### src/rtl/la_capture_qualifier.sv
// Capture qualifier: registers raw probe data and emits a qualified sample stream
// (change or hold-timer expiry) with a counted pattern trigger.
//
//   state | meaning
//   IDLE  | disarmed, no samples qualified
//   PRIME | latch shadow config, clear trigger/counters, force one sample
//   RUN   | qualify on data change or hold expiry, evaluate trigger
module la_capture_qualifier #(
  parameter int DW = 16,
  parameter int TW = 8
) (
  input  logic          clk,
  input  logic          rst,
  input  logic          en,
  input  logic [DW-1:0] din,
  input  logic [DW-1:0] trig_mask,
  input  logic [DW-1:0] trig_value,
  input  logic [7:0]    trig_count,
  input  logic [TW-1:0] hold_max,
  output logic [DW-1:0] dout,
  output logic          cqual,
  output logic [TW-1:0] delta,
  output logic          trig,
  output logic          trig_seen
);

  typedef enum logic [1:0] {IDLE, PRIME, RUN} state_t;

  localparam logic [TW-1:0] HOLD_SAT = '1;

  state_t        state, state_nxt;
  logic [DW-1:0] s1;
  logic [DW-1:0] mask_sh, value_sh;
  logic [7:0]    count_sh;
  logic [TW-1:0] hold_sh;
  logic [TW-1:0] hold_cnt;
  logic [7:0]    match_cnt;

  logic          is_prime, is_run;
  logic [DW-1:0] mask_eff, value_eff;
  logic [7:0]    count_eff, count_tgt, match_cnt_eff;
  logic          seen_eff;
  logic          hold_hit, changed, qual, match, fire;
  logic [TW-1:0] delta_nxt;

  always_ff @(posedge clk) begin
    if (rst) state <= IDLE;
    else     state <= state_nxt;
  end

  always_comb begin
    state_nxt = state;
    case (state)
      IDLE:    if (en) state_nxt = PRIME;
      PRIME:   state_nxt = RUN;
      RUN:     state_nxt = RUN;
      default: state_nxt = IDLE;
    endcase
    if (!en) state_nxt = IDLE;
  end

  // During PRIME the shadows are still being loaded, so the live inputs stand in for them.
  always_comb begin
    is_prime      = (state == PRIME);
    is_run        = (state == RUN);
    mask_eff      = is_prime ? trig_mask  : mask_sh;
    value_eff     = is_prime ? trig_value : value_sh;
    count_eff     = is_prime ? trig_count : count_sh;
    seen_eff      = is_prime ? 1'b0 : trig_seen;
    match_cnt_eff = is_prime ? 8'd0 : match_cnt;
    count_tgt     = (count_eff == 8'd0) ? 8'd1 : count_eff;
    hold_hit      = is_run && (hold_sh != '0) && (hold_cnt == hold_sh);
    changed       = is_run && (s1 != dout);
    qual          = en && (is_prime || changed || hold_hit);
    match         = ((s1 ^ value_eff) & mask_eff) == '0;
    fire          = qual && match && !seen_eff &&
                    (({1'b0, match_cnt_eff} + 9'd1) == {1'b0, count_tgt});
    delta_nxt     = is_prime ? '0 :
                    (hold_cnt == HOLD_SAT) ? HOLD_SAT : hold_cnt + TW'(1);
  end

  always_ff @(posedge clk) begin
    if (rst) begin
      s1        <= '0;
      mask_sh   <= '0;
      value_sh  <= '0;
      count_sh  <= '0;
      hold_sh   <= '0;
      hold_cnt  <= '0;
      match_cnt <= '0;
      dout      <= '0;
      cqual     <= 1'b0;
      delta     <= '0;
      trig      <= 1'b0;
      trig_seen <= 1'b0;
    end else begin
      s1    <= din;
      cqual <= qual;
      trig  <= fire;

      if (is_prime) begin
        mask_sh   <= trig_mask;
        value_sh  <= trig_value;
        count_sh  <= trig_count;
        hold_sh   <= hold_max;
        match_cnt <= '0;
        trig_seen <= 1'b0;
      end

      if (is_prime || qual) hold_cnt <= '0;
      else if (is_run && hold_cnt != HOLD_SAT) hold_cnt <= hold_cnt + TW'(1);

      if (qual) begin
        dout  <= s1;
        delta <= delta_nxt;
      end

      // Counting stops once the trigger has fired, so only one trig per arm.
      if (qual && match && !seen_eff) match_cnt <= match_cnt_eff + 8'd1;
      if (fire) trig_seen <= 1'b1;
    end
  end

endmodule
### config.mk
export PLATFORM = sky130hd
export DESIGN_NAME = la_capture_qualifier
export DESIGN_NICKNAME = d
export VERILOG_FILES = /design/src/rtl/la_capture_qualifier.sv
export SDC_FILE = /design/constraint.sdc
export NUM_CORES = 1
export LEC_CHECK = 0
export ABC_AREA = 1
export CAP_MARGIN = 0
export CORE_UTILIZATION = 40
export DETAILED_ROUTE_END_ITERATION = 16
export PLACE_DENSITY_LB_ADDON = 0.3
export SLEW_MARGIN = 20
export SYNTH_ARGS = -nofsm -noshare
export SYNTH_HDL_FRONTEND = slang
export SYNTH_SLANG_ARGS = --single-unit
### constraint.sdc
create_clock -name clk -period 2.1 [get_ports clk]
set_input_delay 0.42 -clock clk [delete_from_list [all_inputs] [get_ports clk]]
set_output_delay 0.42 -clock clk [all_outputs]
set_load 0.01 [all_outputs]
==> Flow_metrics.wiki, run 1 <==
{| class="wikitable"
! Metric !! Value
|-
| Cell family with most CP delay || simple AND/OR/NAND/NOR gates
|-
| Largest vdd supply drop || roughly 0.00048 V
|-
| Required time of the critical path || roughly 2.4 ns
|-
| Number of sinks handled by clock tree synthesis || 109
|-
| Worst Clk Skew || around 0.0066 ns
|-
| Dominant cell type by area after synthesis || sky130_fd_sc_hd__dfxtp_1
|-
| Maximum number of pins on one net before global-route repair || approximately 60
|-
| Proportion of layout cells with a drive suffix above 1 || 0.129
|-
| Bufs and invs on worst path || 4
|-
| Final count of pins violating max slew || 0
|-
| Max-slew headroom || 0.565
|-
| Overall die area || 13800 um2
|-
| Launching element type of the critical path || flip-flop
|-
| RSZ-0062 raised after global routing || yes
|-
| Number of failing setup endpoints in the final timing report || 0
|-
| Depth of the CTS H-tree || 3
|-
| Maximum net fanout on the critical path || 4
|-
| TritonRoute pass-1 iters || 5
|-
| Die height || roughly 120 um
|-
| Syn Inst Count || between 800 and 900
|-
| Slew @ Worst Pin || approximately 0.65 ns
|-
| Num CTS Buffers || 9
|-
| Run status || completed
|-
| Total Routed Length || about 14000 um
|-
| Leakage dissipation || between 3 and 4 nW
|-
| Netlist area before placement || 5340 um2
|-
| TritonCTS clock tree || built
|-
| Most frequent standard cell in the layout excluding fill and tap cells || sky130_fd_sc_hd__nand2_1
|-
| Cell with the largest stage delay on the worst path || sky130_fd_sc_hd__dfxtp_2
|-
| Number of vias in the routed layout || about 5300
|-
| Total of warnings raised by yosys || 0
|-
| Most used cell along the critical path || sky130_fd_sc_hd__nand2_2
|-
| Total power of the final layout || slightly below 0.005 W
|-
| Count of unresolved DRC violations after routing || 0
|-
| Die X-Extent || approximately 120 um
|-
| Number of hold-slack violations in the final timing report || 0
|-
| Max Buffers Root-to-Sink || 2
|-
| End-of-flow core utilization || 0.572
|-
| Layout overhead on the synthesized area || 37.4%
|-
| Starting utilization of the core area || 0.416
|-
| Power Density || 673 nW/um2
|-
| Count of buffers inserted at the top-level ports || 93
|-
| Kind of critical path || reg2reg
|-
| Number of DRC markers after the initial detailed-route iteration || roughly 280
|-
| Total core area || 12800 um2
|-
| Final ANT Viol Nets || 0
|-
| Syn_nets || 921
|-
| Synth area leaders || sky130_fd_sc_hd__dfxtp_1 41%, sky130_fd_sc_hd__nand2_1 20%, sky130_fd_sc_hd__nor2_1 9.4%
|-
| Detail-routed net length per standard cell || 12.3 um
|-
| Flops & latches, synth || around 110
|-
| Proportion of synthesized chip area in sequential cells || 0.409
|-
| Number of different library cells in the post-synthesis netlist || 24
|-
| Gp weighted congestion || around 0.82
|-
| Row Count || 41
|-
| Via count of the first global-routing pass || roughly 4800
|-
| Clock tree root driver cell || sky130_fd_sc_hd__clkbuf_16
|-
| Tightest hold margin || roughly 0.46 ns
|-
| Kind of end point of the critical path || flip-flop
|-
| GR Util All Layers || 0.207
|-
| Critical Path AT || 2.36 ns
|-
| Clock latency on the worst-skew pair || approximately 0.35 ns
|-
| Diode count || 0
|-
| Mean instance size in the synthesized netlist || between 6 and 7 um2
|-
| Global-route wire length before repair || 23000 um
|-
| Minimum period implied by the final worst setup slack || 2.06 ns
|-
| Number of maximum-capacitance constraint violations || 0
|-
| Share of the cycle needed by the critical path after routing || 0.981
|-
| Detailed Place HPWL || approximately 9400 um
|-
| Maximum frequency from static timing analysis || just under 500 MHz
|-
| Cells along the critical path || inv_2, ha_4, buf_6, nor2_4, ha_4, nand2_2, nor2_2, nand2_2, inv_2, nand2_2, nand3_1, nand2_1, inv_1, nand3_1, nor2_2, nand3_2, nand2_1
|-
| Io pins || 94
|-
| Critical path's largest stage delay || between 0.3 and 0.4 ns
|-
| Top-area cell type share of the netlist area || 0.409
|-
| Placed Instances || around 1100
|-
| Fin nets || 1038
|-
| Clock transition at path regs || about 0.070 ns
|-
| Number of antenna violations at the first check in global routing || 0
|-
| Most frequent cells in the layout || 254 x sky130_fd_sc_hd__nand2_1, 123 x sky130_fd_sc_hd__nor2_1, 115 x sky130_fd_sc_hd__inv_1
|-
| Gr ovfl total || 0
|-
| Number of non-filler instances in the completed layout || 1141
|-
| Worst hold-check path type || reg2reg
|-
| Drt via density || 4.63
|-
| Post-cts hold buffer count || 0
|}
worst paths after layout:
check	endpoint	slack [ns]	start	cells past startpoint
worst min register to register	mask_sh[3]	0.46	mask_sh[3]	2
worst min-delay path	mask_sh[3]	0.46	mask_sh[3]	2
worst max register to register	trig_seen	0.04	state[1]	17
worst max-delay path	trig_seen	0.04	state[1]	17
report_power, final:
| group | switching (W) | internal [W] |
|---|---|---|
| Sequential | 0.0000732 | 0.00217 |
| Combinational | 0.000520 | 0.000471 |
| Clock | 0.000748 | 0.000945 |
per-layer routing:
layer | global-route usage | vias to the layer above | wire, um
li1 | - | 2816 | -
met2 | 0.327 | 113 | 6310
met4 | 0.0577 | 0 | 155
met1 | 0.282 | 2343 | 6810
met5 | 0 | - | 0
met3 | 0.0475 | 12 | 711
tightest hold or removal path, stage by stage (launching register included):
cell and delay (ns):
sky130_fd_sc_hd__dfxtp_1 0.31, sky130_fd_sc_hd__nand2_2 0.06, sky130_fd_sc_hd__a21oi_1 0.05
sequential cells by signal, summed over array words and instances, names as in the netlist:
register	flops
state	2
count_sh	8
delta	8
dout	16
hold_sh	8
trig_seen	1
s1	16
hold_cnt	8
match_cnt	8
cqual	1
value_sh	16
trig	1
mask_sh	16
metrics by stage:
| step | TNS [ns] | area (um2) | setup WS (ns) |
|---|---|---|---|
| floorplan | 0 | 5340 | 0.0303 |
| detailed placement | -0.850 | 6600 | -0.128 |
| finish | 0 | 7330 | 0.0393 |
| global route | -0.873 | 7330 | -0.118 |
| global placement | -0.528 | 6600 | -0.0759 |
| CTS | -0.0101 | 7040 | -0.0101 |
synthesized netlist by cell type:
library cell,count
sky130_fd_sc_hd__nand2_1,279
sky130_fd_sc_hd__nor2_1,133
sky130_fd_sc_hd__inv_1,120
sky130_fd_sc_hd__dfxtp_1,109
sky130_fd_sc_hd__nand3_1,69
sky130_fd_sc_hd__a21oi_1,40
sky130_fd_sc_hd__o21ai_0,37
sky130_fd_sc_hd__clkbuf_1,10
sky130_fd_sc_hd__buf_2,9
sky130_fd_sc_hd__xor2_1,7
sky130_fd_sc_hd__ha_1,5
sky130_fd_sc_hd__nand2_2,5
sky130_fd_sc_hd__buf_1,4
sky130_fd_sc_hd__buf_4,4
sky130_fd_sc_hd__inv_2,3
sky130_fd_sc_hd__xnor2_1,3
sky130_fd_sc_hd__buf_6,2
sky130_fd_sc_hd__nand3b_1,2
sky130_fd_sc_hd__nor2_2,2
sky130_fd_sc_hd__or2_2,2
sky130_fd_sc_hd__a21oi_2,1
sky130_fd_sc_hd__mux2i_1,1
sky130_fd_sc_hd__nor2_8,1
sky130_fd_sc_hd__o21ai_1,1
cell families (layout without fill, tap and decap cells):
group / Yosys count / after routing / share of synthesized area
and+or+nand+nor: 493 / 494 / 0.372
DFF: 109 / 109 / 0.409
AOI/OAI and AO/OA: 79 / 79 / 0.0748
xor gates and xnor gates: 10 / 10 / 0.0164
muxes: 1 / 1 / 0.00188
adders and majority gates: 5 / 5 / 0.0117
buffers and inverters: 152 / 271 / 0.115
timing repair:
item	CTS	global route
gates resized for setup	12	68
setup endpoints to repair	10	41
buffers inserted	0	7
pin swaps	2	26
cloned	4	2
layout make-up:
type / instances / area (um2)
inverter: 123 / 474
clock inverter: 4 / 48.8
sequential: 109 / 2190
multi-input combinational: 589 / 2740
clock buffer: 10 / 239
timing repair buffer: 134 / 1420
tap: 172 / 215
fill: 1224 / 5490
Note: power is estimated with default switching activity, not from simulation.
==> run 2: changes to the inputs <==
--- a/config.mk
+++ b/config.mk
@@ -10,6 +10,7 @@
 export CORE_UTILIZATION = 40
 export DETAILED_ROUTE_END_ITERATION = 16
 export PLACE_DENSITY_LB_ADDON = 0.3
+export RECOVER_POWER = 25
 export SLEW_MARGIN = 20
 export SYNTH_ARGS = -nofsm -noshare
 export SYNTH_HDL_FRONTEND = slang
==> Flow_metrics.wiki, run 2 (same netlist as run 1, synthesis figures left out) <==
{| class="wikitable"
! Metric !! Value
|-
| Maximum net fanout on the critical path || 4 (unchanged)
|-
| Cell area after layout || 7320 um2 (-0.10%)
|-
| Number of DRC markers after the initial detailed-route iteration || 274 (-1.1%)
|-
| Most used cell along the critical path || sky130_fd_sc_hd__nand2_2
|-
| Cells along the critical path || inv_2, ha_4, buf_6, nor2_4, ha_4, nand2_2, nor2_2, nand2_2, inv_2, nand2_2, nand3_1, nand2_1, inv_1, nand3_1, nor2_2, nand3_2, nand2_1
|-
| Number of antenna violations at the first check in global routing || 0 (unchanged)
|-
| Register-to-register setup slack || 0.05 ns (about the same)
|-
| Largest vdd supply drop || 0.000476 V (-0.36%)
|-
| Leakage dissipation || 3.42 nW (-0.20%)
|-
| Gp weighted congestion || 0.821 (unchanged)
|-
| Layout overhead on the synthesized area || 37.2%
|-
| TritonCTS clock tree || built
|-
| Fin nets || 1038 (unchanged)
|-
| Most frequent standard cell in the layout excluding fill and tap cells || sky130_fd_sc_hd__nand2_1
|-
| Critical Path AT || 2.35 ns (about the same)
|-
| Final count of pins violating max slew || 0 (unchanged)
|-
| Bufs and invs on worst path || 4 (unchanged)
|-
| Worst hold-check path type || reg2reg
|-
| Max-slew headroom || 0.146 (-0.420)
|-
| Number of hold-slack violations in the final timing report || 0 (unchanged)
|-
| Diode count || 0 (unchanged)
|-
| Reg-to-Reg Start || state[1]
|-
| Clock transition at path regs || 0.07 ns (about the same)
|-
| Crit path depth || 17 (unchanged)
|-
| Maximum number of pins on one net before global-route repair || 59 (unchanged)
|-
| Power Density || 673 nW/um2 (about the same)
|-
| Via count of the first global-routing pass || 4780 (unchanged)
|-
| Number of maximum-capacitance constraint violations || 0 (unchanged)
|-
| Number of sinks handled by clock tree synthesis || 109 (unchanged)
|-
| Cell family with most CP delay || simple AND/OR/NAND/NOR gates
|-
| WHS Path Cells || 2 (unchanged)
|-
| Run status || completed
|-
| Overall die area || 13800 um2 (unchanged)
|-
| Kind of critical path || reg2reg
|-
| Number of failing setup endpoints in the final timing report || 0 (unchanged)
|-
| RSZ-0062 raised after global routing || yes
|-
| Reg2Reg Capture Point || trig_seen
|-
| Count of unresolved DRC violations after routing || 0 (unchanged)
|-
| Row Count || 41 (unchanged)
|-
| GR Util All Layers || 0.207 (unchanged)
|-
| Post-cts hold buffer count || 0 (unchanged)
|-
| Detail-routed net length per standard cell || 12.2 um (-0.10%)
|-
| Count of buffers inserted at the top-level ports || 93 (unchanged)
|-
| Global-route wire length before repair || 23000 um (unchanged)
|-
| Placed Instances || 1114 (unchanged)
|-
| Number of cells on the worst reg-to-reg path || 17 (unchanged)
|-
| Slew @ Worst Pin || 1.28 ns (+0.629 ns)
|-
| Share of the cycle needed by the critical path after routing || 0.978 (-0.00312)
|-
| Starting utilization of the core area || 0.416 (unchanged)
|-
| Hold Startpoint || mask_sh[3]
|-
| Total Routed Length || 14000 um (-0.10%)
|-
| Tightest hold margin || 0.462 ns (-0.0000170 ns)
|-
| Maximum frequency from static timing analysis || 487 MHz (+0.32%)
|-
| Die X-Extent || 118 um (unchanged)
|-
| Number of non-filler instances in the completed layout || 1141 (unchanged)
|-
| Required time of the critical path || 2.40 ns (about the same)
|-
| Critical path's largest stage delay || 0.33 ns (about the same)
|-
| Total core area || 12800 um2 (unchanged)
|-
| Max Buffers Root-to-Sink || 2 (unchanged)
|-
| TritonRoute pass-1 iters || 5 (unchanged)
|-
| Most frequent cells in the layout || 254 x sky130_fd_sc_hd__nand2_1, 123 x sky130_fd_sc_hd__nor2_1, 115 x sky130_fd_sc_hd__inv_1
|-
| Proportion of layout cells with a drive suffix above 1 || 0.127 (-0.00206)
|-
| Worst Clk Skew || 0.00628 ns (-0.000330 ns)
|-
| Gr ovfl total || 0 (unchanged)
|-
| Cell with the largest stage delay on the worst path || sky130_fd_sc_hd__dfxtp_2
|-
| Setup TNS Final || 0 ns (unchanged)
|-
| Depth of the CTS H-tree || 3 (unchanged)
|-
| CP Capture Point || trig_seen
|-
| Total cell area at the placement stage || 6600 um2 (unchanged)
|-
| Worst setup startpoint || state[1]
|-
| Num CTS Buffers || 9 (unchanged)
|-
| Number of vias in the routed layout || 5261 (-0.44%)
|-
| Io pins || 94 (unchanged)
|-
| Launching element type of the critical path || flip-flop
|-
| Clock latency on the worst-skew pair || 0.35 ns (about the same)
|-
| Final ANT Viol Nets || 0 (unchanged)
|-
| Minimum period implied by the final worst setup slack || 2.05 ns (-0.00655 ns)
|-
| Die height || 118 um (unchanged)
|-
| Detailed Place HPWL || 9370 um (unchanged)
|-
| Clock tree root driver cell || sky130_fd_sc_hd__clkbuf_16
|-
| Kind of end point of the critical path || flip-flop
|-
| Drt via density || 4.61 (-0.44%)
|}
==> run 2: cell count changes in the layout (fill, tap and decap cells not counted), sizes merged <==
cell | before | now
buf | 39 | 36
clkbuf | 12 | 15
==> run 2: worst min path at each step <==
stage            endpoint  slack (ns)
2_1_floorplan  mask_sh[2]        0.44
3_3_place_gp   mask_sh[6]        0.45
3_5_place_dp   mask_sh[5]        0.46
4_1_cts        mask_sh[5]        0.47
5_1_grt        mask_sh[0]        0.49
6_report       mask_sh[3]        0.46
==> run 2: routing by layer <==
layer  global-route usage  vias to the layer above  part of all wire
met2                0.327                      105              0.45
met4               0.0577                        0            0.0089
met3               0.0475                        9             0.051
met1                0.282                     2328              0.49
met5                    0                        -                 0
li1                     -                     2819                 -
==> run 2: where the power goes <==
group | switching (W) | internal, W | leakage (nW)
combinational | 0.000520 | 0.000470 | 2.38
sequential | 0.0000731 | 0.00217 | 0.892
clock | 0.000743 | 0.000945 | 0.145
total | 0.00134 | 0.00359 | 3.42
==> run 2: cell type report <==
cell class	count	area, um2
fill	1226	5500
multi-input combinational	589	2740
sequential	109	2190
timing repair buffer	134	1420
inverter	123	474
clock buffer	10	239
tap	172	215
clock inverter	4	48.8
==> run 2: through the flow <==
step	setup WS, ns	utilization	power, W
floorplan	0.0303	-	0.00279
global placement	-0.0759	0.515	0.00314
detailed placement	-0.128	0.515	0.00315
CTS	-0.0101	0.549	0.00489
global route	-0.118	0.571	0.00518
finish	0.0458	0.571	0.00493
==> run 2: what timing repair did <==
| item | in CTS | in global routing |
|---|---|---|
| resized for setup | 12 | 68 |
| pin swaps | 2 | 26 |
| setup endpoints to repair | 10 | 41 |
| gates cloned | 4 | 2 |
| buffers inserted | 0 | 7 |
==> run 2: tightest hold or removal path, cell delays in order (launching register included) <==
cell	delay, ns
sky130_fd_sc_hd__dfxtp_1	0.31
sky130_fd_sc_hd__nand2_2	0.06
sky130_fd_sc_hd__a21oi_1	0.05
